==> config.mk <==
export PLATFORM = sky130hd
export DESIGN_NAME = aes_key_expand_seq
export DESIGN_NICKNAME = d
export VERILOG_FILES = /design/src/rtl/aes_key_expand_seq.sv
export SDC_FILE = /design/constraint.sdc
export NUM_CORES = 2
export LEC_CHECK = 0
export CORE_MARGIN = 4
export CORE_UTILIZATION = 40
export DETAILED_ROUTE_END_ITERATION = 7
export GPL_TIMING_DRIVEN = 0
export REMOVE_ABC_BUFFERS = 1
export SLEW_MARGIN = 15
export SYNTH_ARGS = -nofsm -noshare
export SYNTH_HDL_FRONTEND = slang
export SYNTH_SLANG_ARGS = --single-unit
==> constraint.sdc <==
create_clock -name clk -period 14.4 [get_ports clk]
set_clock_uncertainty 0.2 [all_clocks]
set_input_delay 4.32 -clock clk [delete_from_list [all_inputs] [get_ports clk]]
set_output_delay 4.32 -clock clk [all_outputs]
set_load 0.005 [all_outputs]
==> src/rtl/aes_key_expand_seq.sv <==
// Iterative AES-128 key schedule: one registered round key per 'next' pulse, 1-cycle latency.
// No backpressure; start restarts from key_in at any time and beats a simultaneous next.
module aes_key_expand_seq #(
  parameter int NUM_ROUNDS = 10
) (
  input  logic         clk,
  input  logic         rst_n,
  input  logic         start,
  input  logic [127:0] key_in,
  input  logic         next,
  output logic [127:0] round_key,
  output logic [3:0]   round_num,
  output logic         key_valid,
  output logic         last_key,
  output logic         busy
);

  typedef enum logic {IDLE = 1'b0, ACTIVE = 1'b1} state_e;

  localparam logic [3:0] LAST_RND = 4'(NUM_ROUNDS);

  state_e       state_q, state_d;
  logic [127:0] key_q, key_d;
  logic [3:0]   num_q, num_d;
  logic         valid_q, valid_d;
  logic         last_q, last_d;
  logic [127:0] key_nxt;

  function automatic logic [7:0] gf_mul(input logic [7:0] a, input logic [7:0] b);
    logic [7:0] p;
    logic [7:0] aa;
    p  = 8'h00;
    aa = a;
    for (int i = 0; i < 8; i++) begin
      if (b[i]) p = p ^ aa;
      aa = {aa[6:0], 1'b0} ^ (aa[7] ? 8'h1b : 8'h00);
    end
    return p;
  endfunction

  // S-box as x^254 in GF(2^8) (0 maps to 0) followed by the affine transform.
  function automatic logic [7:0] sbox(input logic [7:0] x);
    logic [7:0] sq;
    logic [7:0] inv;
    sq  = x;
    inv = 8'h01;
    for (int i = 1; i < 8; i++) begin
      sq  = gf_mul(sq, sq);
      inv = gf_mul(inv, sq);
    end
    return inv ^ {inv[6:0], inv[7]} ^ {inv[5:0], inv[7:6]} ^
           {inv[4:0], inv[7:5]} ^ {inv[3:0], inv[7:4]} ^ 8'h63;
  endfunction

  function automatic logic [31:0] sub_word(input logic [31:0] w);
    return {sbox(w[31:24]), sbox(w[23:16]), sbox(w[15:8]), sbox(w[7:0])};
  endfunction

  function automatic logic [7:0] rcon(input logic [3:0] idx);
    logic [7:0] rc;
    case (idx)
      4'd1:    rc = 8'h01;
      4'd2:    rc = 8'h02;
      4'd3:    rc = 8'h04;
      4'd4:    rc = 8'h08;
      4'd5:    rc = 8'h10;
      4'd6:    rc = 8'h20;
      4'd7:    rc = 8'h40;
      4'd8:    rc = 8'h80;
      4'd9:    rc = 8'h1b;
      4'd10:   rc = 8'h36;
      default: rc = 8'h00;
    endcase
    return rc;
  endfunction

  function automatic logic [127:0] key_step(input logic [127:0] k, input logic [7:0] rc);
    logic [31:0] t, n0, n1, n2, n3;
    t  = sub_word({k[23:0], k[31:24]}) ^ {rc, 24'h0};
    n0 = k[127:96] ^ t;
    n1 = k[95:64]  ^ n0;
    n2 = k[63:32]  ^ n1;
    n3 = k[31:0]   ^ n2;
    return {n0, n1, n2, n3};
  endfunction

  assign key_nxt = key_step(key_q, rcon(num_q + 4'd1));

  always_ff @(posedge clk or negedge rst_n) begin
    if (!rst_n) begin
      state_q <= IDLE;
      key_q   <= '0;
      num_q   <= '0;
      valid_q <= 1'b0;
      last_q  <= 1'b0;
    end else begin
      state_q <= state_d;
      key_q   <= key_d;
      num_q   <= num_d;
      valid_q <= valid_d;
      last_q  <= last_d;
    end
  end

  always_comb begin
    state_d = state_q;
    key_d   = key_q;
    num_d   = num_q;
    valid_d = valid_q;
    last_d  = last_q;
    if (start) begin
      state_d = ACTIVE;
      key_d   = key_in;
      num_d   = 4'd0;
      valid_d = 1'b1;
      last_d  = 1'b0;
    end else if (state_q == ACTIVE && next) begin
      if (num_q < LAST_RND) begin
        key_d  = key_nxt;
        num_d  = num_q + 4'd1;
        last_d = ((num_q + 4'd1) == LAST_RND);
      end else begin
        // Past the final key: drop valid but keep key/round visible.
        state_d = IDLE;
        valid_d = 1'b0;
        last_d  = 1'b0;
      end
    end
  end

  always_comb begin
    round_key = key_q;
    round_num = num_q;
    key_valid = valid_q;
    last_key  = last_q;
    busy      = (state_q == ACTIVE);
  end

endmodule

Word level (Yosys, flattened, before mapping):

Memories as Yosys holds them, arrays and structs flattened.
Cells that the tools add are included.

* memory bits (read-only): 128
* logic and storage cells: 1619
* input bits: 132
* register bits: 134
* output and inout bits: 135
* memories: 1

* magnitude comparators: 1
* reductions and logical operators: 5
* mux-type cells: 824
* add/sub/neg operators: 1
* bitwise logic cells: 781
* eq/ne operators: 2

Memory list
* (no name shown): depth 16, bits a word 8, read ports 1, clocked after memory_dff 0, write ports 0, RTL line 61 `case (idx)`

Operators with widths (count)
* two-way mux 8 bit: 420
* bitwise XOR 8 bit: 380
* bitwise XOR 8 x 5 -> 8 bit: 364
* two-way mux 5 bit: 368
* two-way mux 128 bit: 3
* bitwise XOR 32 bit: 5
* two-way mux 4 bit: 7
* two-way mux 7 bit: 4
* NOT 1 bit, first input constant: 28
* two-way mux 6 bit: 4
* NOT 4 bit: 4
* two-way mux 3 bit: 4
* two-way mux 1 bit: 10
* two-way mux 2 bit: 4
* adder 4 x 1 -> 4 bit, second input constant: 1
* equality test 4 bit, second input constant: 1
* < comparator 4 bit, second input constant: 1
* AND reduction 2 bit: 2
* nonzero test 2 bit: 2
* != test 2 bit, second input constant: 1
* logical AND 1 bit: 1

Logic depth before layout (Yosys ltp):

* depth in word-level cells: 140
* mapped depth: 69
* depth with buffers taken out: 57

Worst setup path before layout:

Ideal clock, no wire load.

* kind: reg2reg
* start point: register key_q[23] (netlist: round_key[23])
* end point: register key_q[31] (netlist: round_key[31])
* library setup time: 125 ps
* path slack: -1616 ps
* arrival: 15692 ps
* buffers on the path: 8
* clock period less this slack: 16016 ps
* stages on the path, launching flop included: 65
* data required time: 14075 ps
* cell sequence: dfrtp_1 > buf_2 > buf_2 > nand2_1 > xor2_1 > inv_2 > buf_2 > buf_1 > ha_1 > buf_2 > xnor2_1 > xnor2_1 > nor2_1 > xnor3_1 > inv_1 > clkbuf_1 > ha_1 > xor2_1 > (+29 left out) > a211oi_2 > and3_1 > clkbuf_1 > nor2_2 > mux2i_1 > o311ai_0 > xnor3_1 > xor2_1 > xor2_1 > nand2_1 > xnor2_1 > xnor3_2 > xnor3_2 > xnor2_1 > xnor3_1 > nor2_1 > xor2_1 > mux2_2

* longest elaborated chain between the ends: 136
* elaborated cells between the ends (all ways): 393
* those cells by class: mux: 202; bitwise: 191

Ends and longest elaborated chain
* from (decl): RTL line 23 `logic [127:0] key_q, key_d;`
* from (signal assigned): RTL line 98 `key_q <= key_d;`
* two-way mux 5 bit: RTL line 36 `aa = {aa[6:0], 1'b0} ^ (aa[7] ? 8'h1b : 8'h00);`
* bitwise XOR 8 x 5 -> 8 bit: RTL line 36
* bitwise XOR 8 bit: RTL line 35 `if (b[i]) p = p ^ aa;`
* two-way mux 8 bit: RTL line 35
* bitwise XOR 8 bit: RTL line 35
* two-way mux 8 bit: RTL line 35
* bitwise XOR 8 bit: RTL line 35
* two-way mux 8 bit: RTL line 35
* (+120 left out)
* bitwise XOR 32 bit (*): RTL line 79 `t = sub_word({k[23:0], k[31:24]}) ^ {rc, 24'h0};`
* bitwise XOR 32 bit (*): RTL line 80 `n0 = k[127:96] ^ t;`
* bitwise XOR 32 bit (*): RTL line 81 `n1 = k[95:64] ^ n0;`
* bitwise XOR 32 bit (*): RTL line 82 `n2 = k[63:32] ^ n1;`
* bitwise XOR 32 bit (*): RTL line 83 `n3 = k[31:0] ^ n2;`
* two-way mux 128 bit (*): RTL line 118 `if (num_q < LAST_RND) begin`
* two-way mux 128 bit (*): RTL line 117 `end else if (state_q == ACTIVE && next) begin`
* two-way mux 128 bit (*): RTL line 111 `if (start) begin`

Every way passes the cells marked *; elsewhere a longest branch is shown, timed or not. The select of a mux whose other input is x is not followed.
A chain may end at the register's enable or synchronous reset.

Worst setup path in the final report:

* start point: register key_q[23] (netlist: round_key[23])
* end point: register key_q[28] (netlist: round_key[28])

* longest elaborated chain between the ends: 136
* elaborated cells between the ends (all ways): 393
* those cells by class: mux: 202; bitwise: 191

Ends and longest elaborated chain (RTL line)
* two-way mux 5 bit / two-way mux 8 bit (equally long branches): 36, 35
* bitwise XOR 8 x 5 -> 8 bit / bitwise XOR 8 bit (equally long branches): 36, 35
* bitwise XOR 8 bit / two-way mux 8 bit (equally long branches): 35
* two-way mux 8 bit / bitwise XOR 8 bit (equally long branches): 35
* bitwise XOR 8 bit / two-way mux 8 bit (equally long branches): 35
* two-way mux 8 bit / bitwise XOR 8 bit (equally long branches): 35
* bitwise XOR 8 bit / two-way mux 8 bit (equally long branches): 35
* two-way mux 8 bit / bitwise XOR 8 bit (equally long branches): 35
* (+120 left out)
* bitwise XOR 32 bit (*): 79
* bitwise XOR 32 bit (*): 80
* bitwise XOR 32 bit (*): 81
* bitwise XOR 32 bit (*): 82
* bitwise XOR 32 bit (*): 83
* two-way mux 128 bit (*): 118
* two-way mux 128 bit (*): 117
* two-way mux 128 bit (*): 111

Marked as above.

==> flow_summary_export.csv <==
group,metric,value,unit
placement,dp_hpwl,154000,microns
routing,drcViolationCount,1,
synth,yosysWarnings,0,
synth,synth_edf_count,0,
clock_tree,clock_sinks,134,
worst_hold_path,min-delay-start,"key_valid",
floorplanning,coreArea,156000,sq um
timing,finalHoldViolCount,0,
routing,wl_per_cell,21.7,microns
routing,via_count,69940,
synth,async_flop_share,1.00,
critical_path,cpMostUsedCell,"xnor3_2",
worst_hold_path,hold_depth,1,
clock_tree,htreeDepth,4,
routing,drt_iter0_markers,8018,
critical_path,r2r_slack,-0.75,ns
timing,slew_headroom,0.134,
floorplanning,rows,145,
timing,fin_crit,15.15,ns
critical_path,critPathCaptureType,"flip-flop",
synth,synth_cell_types,109,
clock_tree,cts_hold_buf,0,
timing,final.setup.worst_slack,-0.751,ns
run,maxCapViolations,0,
routing,ant_nets,0,
outcome,violations,"DRC, setup timing",
synth,netlist_area,63000,sq um
clock_tree,cts-buffers-inserted,17,
timing,final-max-slew-violation-count,0,
synth,synth_flop_cell,"dfrtp_1",
synth,seq_area_frac_synth,0.0533,
final_layout,final_cell_mix,"xnor2_1, nor2_1, buf_4",
global_routing,track_usage,0.276,
final_layout,mostFrequentLayoutCell,"xnor2_1",
timing,setup_viol,34,
routing,detail_route.vias_per_cell,6.00,
placement,place_ws,-7.59,ns
synth,avgSynthCellArea,7.44,sq um
clock_tree,clk_pin_slew,0.08,ns
synth,netlist_instances,8461,
synth,ys_seq_elements,134,
floorplanning,die_y,405,microns
final_layout,synthToLayoutAreaGrowth,45.9,%
floorplanning,die_width,405,microns
floorplanning,start_util,0.403,
critical_path,start_kind,"flip-flop",
timing,max_freq,0.0660,GHz
final_layout,drive_gt1_frac,0.318,
critical_path,slowest_delay,0.52,ns
timing,worst_pin_slew,1.29,ns
global_routing,antenna_found_initial,5,
global_routing,grt_max_degree,147,
critical_path,critPathKind,"reg -> reg",
critical_path,critPathArrivalTime,15.34,ns
clock_tree,cts_root_buf,"clkbuf_16",
critical_path,path_max_fanout,8,
global_routing,grt_pass1_wl,368000,microns
critical_path,cp_slowest_cell,"dfrtp_4",
final_layout,fin_nets,9747,
timing,rsz0062_at_grt,"yes",
floorplanning,io-pin-count,267,
worst_hold_path,min_path_type,"reg -> reg",
critical_path,cp.required,14.59,ns
critical_path,r2r_cells,66,
placement,io_buffers,266,
clock_tree,cts_tree,"done",
timing,timing.final.crit_share,1.05,
floorplanning,die_area,164000,sq um
routing,first_pass_iters,8,
critical_path,rr_startpoint,"round_key[23]",
outcome,status,"finished, violations left",
clock_tree,worstSkewPairLatency,0.49,ns
placement,gp_congestion,0.898,
worst_hold_path,whs_endpoint,"key_valid",
clock_tree,clock_path_buffers,2,
routing,wl,254000,microns
critical_path,r2r-end,"round_key[28]",
global_routing,gr-total-overflow,0,
global_routing,grt_pass1_vias,64290,
## how the worst max path moves through the flow
stage | start | to | cells past startpoint
3_3_place_gp | round_key[15] | round_key[16] | 49
2_1_floorplan | round_key[15] | round_key[22] | 48
4_1_cts | round_key[23] | round_key[28] | 61
6_report | round_key[23] | round_key[28] | 66
3_5_place_dp | round_key[8] | round_key[16] | 49
5_1_grt | round_key[23] | round_key[28] | 66
## state kept, by name (all words and copies together) (netlist names)
register,flops
round_key,128
round_num,4
key_valid,1
last_key,1
## layout make-up
type	count	area, sq um
Antenna cell	2	5.00
Tap cell	2058	2570
Timing Repair inverter	3	15.0
Clock inverter	12	130
Multi-Input combinational cell	7671	69600
Inverter	94	429
Fill cell	12750	64500
Timing Repair Buffer	1670	15300
Sequential cell	134	3450
Clock buffer	19	443
## cells by family (layout without fill, tap and decap cells)
group | Yosys count | count (layout) | share of synthesized area
adders and majority gates | 25 | 25 | 0.00493
xor gates and xnor gates | 2657 | 2681 | 0.477
other | 0 | 2 | 0
and+or+nand+nor | 2923 | 2933 | 0.199
DFF | 134 | 134 | 0.0533
buffers and inverters | 691 | 1798 | 0.0450
AOI/OAI and AO/OA | 1783 | 1784 | 0.180
muxes | 248 | 248 | 0.0409
## per-layer routing
layer | global-route usage | up-vias | routed length (microns)
li1 | - | 31347 | -
met1 | 0.365 | 33542 | 98300
met2 | 0.453 | 4146 | 118000
met3 | 0.0485 | 903 | 25800
met4 | 0.0959 | 2 | 11600
met5 | 0 | - | 14
## timing repair
action / 4_1_cts / 5_1_grt
gates resized for setup: 1187 / 713
setup buffers: 698 / 577
setup endpoints to repair: 128 / 128
pin swaps: 448 / 477
cloned: 32 / 9
## critical path, delay by kind of cell (launching register included)
family | cells | cell delay, ns
AOI/OAI and AO/OA | 8 | 1.53
adders and majority gates | 4 | 1.29
and+or+nand+nor | 12 | 2.14
muxes | 2 | 0.50
buffers and inverters | 11 | 1.45
DFF | 1 | 0.52
xor gates and xnor gates | 29 | 7.38
## per-stage QoR
| stage | instances | utilization | setup TNS [ns] | cell area (sq um) | hold slack [ns] |
|---|---|---|---|---|---|
| 2_1_floorplan | 7864 | - | -513.69 | 60500 | 0.299 |
| 6_report | 11663 | 0.588 | -15.91 | 91900 | 0.340 |
| 4_1_cts | 11075 | 0.530 | -2.21 | 82900 | 0.352 |
| 3_5_place_dp | 10315 | 0.440 | -799.86 | 68800 | 0.338 |
| 5_1_grt | 11663 | 0.588 | -43.66 | 91900 | 0.376 |
| 3_3_place_gp | 10188 | 0.420 | -1352.99 | 65700 | 0.327 |
## synth_stat cells (26+ instances only)
master / instances / area, sq um
nor2_1: 1213 / 4550
o21ai_1: 56 / 280
and2_1: 53 / 332
o211ai_1: 76 / 571
and3_1: 44 / 275
xnor2_1: 1673 / 14700
clkbuf_1: 395 / 1480
inv_1: 79 / 297
or3_1: 38 / 238
nor3_1: 209 / 1050
a211oi_1: 82 / 616
mux2i_1: 183 / 1830
nand3_1: 170 / 851
xor2_1: 471 / 4130
o21ai_0: 446 / 2230
a31oi_1: 83 / 519
buf_1: 56 / 210
a21oi_1: 445 / 2230
a22oi_1: 60 / 450
nand2b_1: 61 / 382
xnor3_1: 373 / 8400
buf_2: 128 / 641
xnor2_2: 54 / 878
a21o_1: 30 / 225
mux2_2: 63 / 709
nand2_1: 929 / 3490
o22ai_1: 127 / 795
xor3_1: 46 / 1090
o21a_1: 33 / 248
o31ai_1: 26 / 195
dfrtp_1: 134 / 3350
nand4_1: 33 / 206
nor2b_1: 62 / 388
Power is not shown: default switching activity piles up to over one toggle a cycle in this logic, so the estimate is an artifact.
